## src/rtl/fifo_stream_drain.sv

```systemverilog
// fifo_stream_drain: read-side adapter that turns a fifo pull interface
// (rd_en / empty / data_out with 1-cycle read latency) into a valid/ready
// stream through a 2-entry skid buffer.
//
// Optional feature macro: FIFO_DRAIN_CNT_EN
//   defined   -> beat_cnt output counts accepted beats, wrapping modulo 2**CNT_W
//   undefined -> no beat_cnt port and no counter logic
//
// Handshake: a beat transfers on the posedge where out_valid & out_ready are
// both high. out_valid/out_data are registered and stay stable until that
// transfer. out_ready while out_valid is low has no effect.
module fifo_stream_drain #(
    parameter int FIFO_WIDTH = 8,
    parameter int CNT_W      = 16
) (
    input  logic                  clk,
    input  logic                  rstN,
    input  logic                  empty,
    input  logic [FIFO_WIDTH-1:0] data_out,
    output logic                  rd_en,
    output logic                  out_valid,
    input  logic                  out_ready,
    output logic [FIFO_WIDTH-1:0] out_data
`ifdef FIFO_DRAIN_CNT_EN
    ,
    output logic [CNT_W-1:0]      beat_cnt
`endif
);

    // Buffer occupancy states; the encoding equals the number of held beats.
    typedef enum logic [1:0] {
        S0 = 2'd0,   // no beats held
        S1 = 2'd1,   // head valid
        S2 = 2'd2    // head and tail valid
    } state_e;

    state_e                  state_q, state_d;
    logic                    pending_q, pending_d;
    logic [FIFO_WIDTH-1:0]   head_q, head_d;
    logic [FIFO_WIDTH-1:0]   tail_q, tail_d;
    logic                    out_valid_q, out_valid_d;

    logic                    pop;
    logic                    cap;
    logic [1:0]              occ;
    logic [2:0]              occ_after;

    // Widths below one bit are not a legal configuration; nothing to build.
    if (FIFO_WIDTH < 1 || CNT_W < 1) begin : g_bad_width
    end

    // A beat leaves when the consumer takes it; a read returns when one is in flight.
    always_comb begin
        pop       = out_valid_q & out_ready;
        cap       = pending_q;
        occ       = state_q;
        occ_after = {1'b0, occ} + {2'b00, pending_q} - {2'b00, pop};
    end

    // Issue a read only when the beat it returns is guaranteed a slot.
    // The out_ready -> rd_en path is combinational on purpose so that a pop
    // in the same cycle frees space for a new read (full throughput).
    always_comb begin
        rd_en = rstN & ~empty & (occ_after < 3'd2);
    end

    // Next-state and data movement for the skid buffer.
    always_comb begin
        state_d     = state_q;
        head_d      = head_q;
        tail_d      = tail_q;
        pending_d   = rd_en;
        out_valid_d = 1'b0;

        case (state_q)
            S0: begin
                if (cap) begin
                    state_d = S1;
                    head_d  = data_out;
                end
            end
            S1: begin
                case ({cap, pop})
                    2'b10: begin
                        state_d = S2;
                        tail_d  = data_out;
                    end
                    2'b01: begin
                        state_d = S0;
                    end
                    2'b11: begin
                        // Head leaves and the arriving beat replaces it.
                        state_d = S1;
                        head_d  = data_out;
                    end
                    default: begin
                        state_d = S1;
                    end
                endcase
            end
            S2: begin
                // The issue rule keeps a capture from ever landing here.
                if (pop) begin
                    state_d = S1;
                    head_d  = tail_q;
                end
            end
            default: begin
                state_d = S0;
            end
        endcase

        out_valid_d = (state_d != S0);
    end

    // State, buffer and registered stream outputs.
    always_ff @(posedge clk or negedge rstN) begin
        if (!rstN) begin
            state_q     <= S0;
            pending_q   <= 1'b0;
            head_q      <= '0;
            tail_q      <= '0;
            out_valid_q <= 1'b0;
        end else begin
            state_q     <= state_d;
            pending_q   <= pending_d;
            head_q      <= head_d;
            tail_q      <= tail_d;
            out_valid_q <= out_valid_d;
        end
    end

    assign out_valid = out_valid_q;
    assign out_data  = head_q;

`ifdef FIFO_DRAIN_CNT_EN
    logic [CNT_W-1:0] beat_cnt_q, beat_cnt_d;

    // Count accepted beats; wraps naturally at 2**CNT_W.
    always_comb begin
        beat_cnt_d = beat_cnt_q;
        if (pop) begin
            beat_cnt_d = beat_cnt_q + {{(CNT_W-1){1'b0}}, 1'b1};
        end
    end

    // Accepted-beat counter register.
    always_ff @(posedge clk or negedge rstN) begin
        if (!rstN) begin
            beat_cnt_q <= '0;
        end else begin
            beat_cnt_q <= beat_cnt_d;
        end
    end

    assign beat_cnt = beat_cnt_q;
`endif

endmodule
```

## config.mk

```make
export PLATFORM = sky130hd
export DESIGN_NAME = fifo_stream_drain
export DESIGN_NICKNAME = d
export VERILOG_FILES = /design/src/rtl/fifo_stream_drain.sv
export SDC_FILE = /design/constraint.sdc
export NUM_CORES = 1
export LEC_CHECK = 0
export CAP_MARGIN = 20
export CORE_ASPECT_RATIO = 1.5
export CORE_MARGIN = 8
export CORE_UTILIZATION = 48
export DETAILED_ROUTE_END_ITERATION = 12
export HOLD_SLACK_MARGIN = 0.1
export PLACE_DENSITY_LB_ADDON = 0.3
export SYNTH_ARGS = -nofsm -noshare
export SYNTH_HDL_FRONTEND = slang
export SYNTH_SLANG_ARGS = --single-unit
```

## constraint.sdc

```tcl
create_clock -name clk -period 6.9 [get_ports clk]
set_input_delay 2.07 -clock clk [delete_from_list [all_inputs] [get_ports clk]]
set_output_delay 2.07 -clock clk [all_outputs]
set_load 0.005 [all_outputs]
```

; Word-level counts from Yosys, hierarchy flattened
; Index checks and enable logic that the tools add are counted.
[classes]
addsub = 2
n_lt_le_gt_ge = 1
eq_ne = 8
muxes = 8
n_bitwise = 4
n_reduce_logical = 5
[op_table]
columns = cell, n
row1 = 8-bit two-way mux, 3
row2 = 8-bit one-hot mux with 3 select lines, 1
row3 = "2-bit equality test, second input constant", 3
row4 = 2-bit one-hot mux with 3 select lines, 1
row5 = "2-bit by 1-bit equality test with 1-bit output, second input constant", 2
row6 = 2-bit two-way mux, 2
row7 = "2-bit inequality test, second input constant", 2
row8 = 2-bit one-hot mux with 2 select lines, 1
row9 = 4-bit AND reduction, 1
row10 = 2-bit by 1-bit adder with 3-bit output, 1
row11 = 1-bit AND, 3
row12 = "3-bit by 2-bit < comparator with 1-bit output, second input constant", 1
row13 = 3-bit nonzero test, 1
row14 = 3-bit by 1-bit subtractor with 3-bit output, 1
row15 = 2-bit zero test, 1
row16 = "2-bit by 1-bit inequality test with 1-bit output, second input constant", 1
row17 = 2-bit AND reduction, 1
row18 = 2-bit nonzero test, 1
row19 = 1-bit inverter, 1
[word_totals]
regBits = 20
in_bits = 12
out_inout_bits = 10

; Longest topological paths before layout
[depth]
word_depth = 5
ltp_mapped = 6

; Worst setup path before layout
; No wires, ideal clock.
[synth_path]
path_kind = input port to output port
startpoint = input out_ready
endpoint = output rd_en
arrival_ps = 3323
required_ps = 4830
path_slack_ps = 1507
stages = 6
path_buffers = 0
path_cell_list = nand2_1 ha_1 nand2_1 fa_1 xor2_1 nor3_1
[synth_via]
elab_chain_len = 4
[synth_lines]
columns = item, line
row1 = "start, declared", 22  ; input logic out_ready,
row2 = 1-bit AND, 54  ; pop = out_valid_q & out_ready;
row3 = 3-bit by 1-bit subtractor with 3-bit output, 57  ; occ_after = {1'b0, occ} + {2'b00, pending_q} - {2'b00, pop};
row4 = 3-bit by 2-bit < comparator with 1-bit output, 64  ; rd_en = rstN & ~empty & (occ_after < 3'd2);
row5 = 1-bit AND, 64
row6 = "end, declared", 20  ; output logic rd_en,
; Every way passes these cells.

; Worst setup path in the final report
; Ends and elaborated chain as after synthesis.

==> impl_metrics.toml <==
[status]
outcome = "complete, no violations"

[floorplanning]
coreArea_mm2 = 0.00198
die-area_mm2 = 0.00375
boundaryPins = 22
num_rows = 20
dieHeight_um = 71.1
start_util = 0.492
die_w_um = 52.7

[route]
drtPass1Iterations = 2
wire_per_inst_um = 14.8
ant_nets = 0
drc = 0
wl_um = 1700
drt_iter0_drc = 1
viasPerCell = 5.20
vias = 598

[grt]
grt_pass1_wl_um = 3020
grt_pass1_vias = 697
gr-usage-all-layers = 0.105
antenna_found_initial = 0
grt_max_degree = 22
overflow = 0

[worst_setup_path]
critPathMaxFanout = 6
cp.required_ns = 4.83
crit_type = "in -> out"
critPathMaxStageDelay_ns = 0.55
end_kind = "output port"
crit_path_start_kind = "input pin"
critical-path-slowest-cell = "clkdlybuf4s50_1"
cp_data_arrival_time_ns = 4.39
path_cells = "clkdlybuf4s50_1 -> nand2_1 -> ha_1 -> nand2_1 -> fa_1 -> xor2_1 -> nor3_1 -> clkdlybuf4s50_1"

[cts]
post-cts-setup-buffers = 0
cts_tree = "done"
clkTransAtPathRegs_ns = 0.10
cts_buffers = 3
clock-sinks = 20
cts-resized-gates = 0
clock_latency_ns = 0.30
hold_buffers = 0
root_buffer = "clkbuf_4"
clockBufferDepth = 2
htree_levels = 1

[synthesis]
ys_warn_count = 0
synth_seq_cells = 20
syn_nets = 84
avgSynthCellArea_um2 = 14.3
yosysSeqAreaShare = 0.515
yosysUniqueCellTypes = 19
synthCells = 68
syn-cell-area_um2 = 972

[finish]
nNetsFinal = 110
design_area_mm2 = 0.00124
syn_to_final_growth_pct = 27.8
layout_common_cells = "mux2_2 (24), clkdlybuf4s50_1 (21), dfrtp_1 (20)"
regArea_um2 = 500
final_common_cell = "mux2_2"
antennaDiodeCount = 0
fillers = 171
drive_gt1_frac = 0.366
final_util = 0.628
multiInputGateArea_um2 = 453

[power]
power.density_mw_per_mm2 = 426
peakVddDrop_v = 0.000222
p_leak_nw = 0.544

[timing]
finClkSkew_ns = 0.00244
finalHoldViolations = 0
max-slew-margin-rel = 0.618
clock.fmax_mhz = 155
finalCritPeriodShare = 0.936
tns_ns = 0
worst_pin_slew_ns = 0.570
period_needed_ns = 6.46
slew_violations = 0
rsz0062_at_grt = "false"
fin_ws_ns = 0.440
setup_viol = 0

[place]
place_area_mm2 = 0.00121
portBuffers = 21
dpl.hpwl_um = 1330
place_ws_ns = 0.426
place_congestion = 0.780

[hold_path]
hp-class = "reg -> reg"

[job]
drv_cap = 0
[through the flow]
stage,hold slack (ns),cells,power (mW)
final,0.512,115,0.529
after global routing,0.533,115,0.569
after CTS,0.517,115,0.538
after detailed placement,0.492,111,0.472
after global placement,0.482,111,0.461
after floorplan,0.474,68,0.375
[power by group]
group / internal [mW] / switching (mW)
clock: 0.0322 / 0.0339
combinational: 0.162 / 0.0918
sequential: 0.176 / 0.0333
[synthesized netlist by cell type]
master / number / share of area
ha_1: 3 / 0.039
mux2_2: 24 / 0.28
dfrtp_1: 20 / 0.51
fa_1: 1 / 0.021
or2_2: 1 / 0.0064
a22o_1: 1 / 0.0090
a21oi_1: 1 / 0.0051
nor2_4: 1 / 0.012
a2bb2oi_4: 1 / 0.027
nor2b_2: 1 / 0.0090
nand2_1: 5 / 0.019
nor2_1: 1 / 0.0039
xor2_1: 1 / 0.0090
o21ai_0: 1 / 0.0051
and2b_4: 1 / 0.010
and2b_1: 1 / 0.0077
buf_6: 1 / 0.012
nor3_1: 1 / 0.0051
inv_1: 2 / 0.0077
[cells by family (layout without fill, tap and decap cells)]
kind of cell | Yosys count | count (layout) | share of synthesized area
DFF | 20 | 20 | 0.515
adders and majority gates | 4 | 4 | 0.0592
buffers and inverters | 3 | 28 | 0.0193
muxes | 24 | 24 | 0.278
AOI/OAI and AO/OA | 4 | 4 | 0.0463
and+or+nand+nor | 12 | 12 | 0.0734
xor gates and xnor gates | 1 | 1 | 0.00901
[metal layers]
layer	wire, um	global-route usage
met4	45	0.0607
met3	76	0.0294
met1	685	0.105
met2	890	0.182
met5	0	0
[final cells by class]
class | instances | area share
timing repair buffer | 22 | 0.175
inverter | 2 | 0.00604
multi-input combinational | 45 | 0.365
sequential | 20 | 0.403
clock buffer | 4 | 0.0292
tap | 22 | 0.0222
[worst max-delay path: cells and delay by family]
family	cells	cell delay (ns)
xor gates and xnor gates	1	0.15
adders and majority gates	2	0.70
and+or+nand+nor	3	0.46
buffers and inverters	2	1.00
[flip-flops by register name, indices dropped and copies added, names as in the netlist]
register   flops
occ            2
tail_q         8
out_data       8
out_valid      1
cap            1
[worst paths after layout]
check	start	end	slack, ns	cells after the start
worst max register to register	out_valid	cap	5.11	6
min in group asynchronous	rstN	out_data[3]	2.10	2
worst min register to register	out_data[2]	out_data[2]	0.51	1
max in group asynchronous	rstN	tail_q[1]	4.59	2
worst max-delay path	out_ready	rd_en	0.44	8
worst min-delay path	out_data[2]	out_data[2]	0.51	1
No activity file was read; power rests on OpenSTA's default activity.
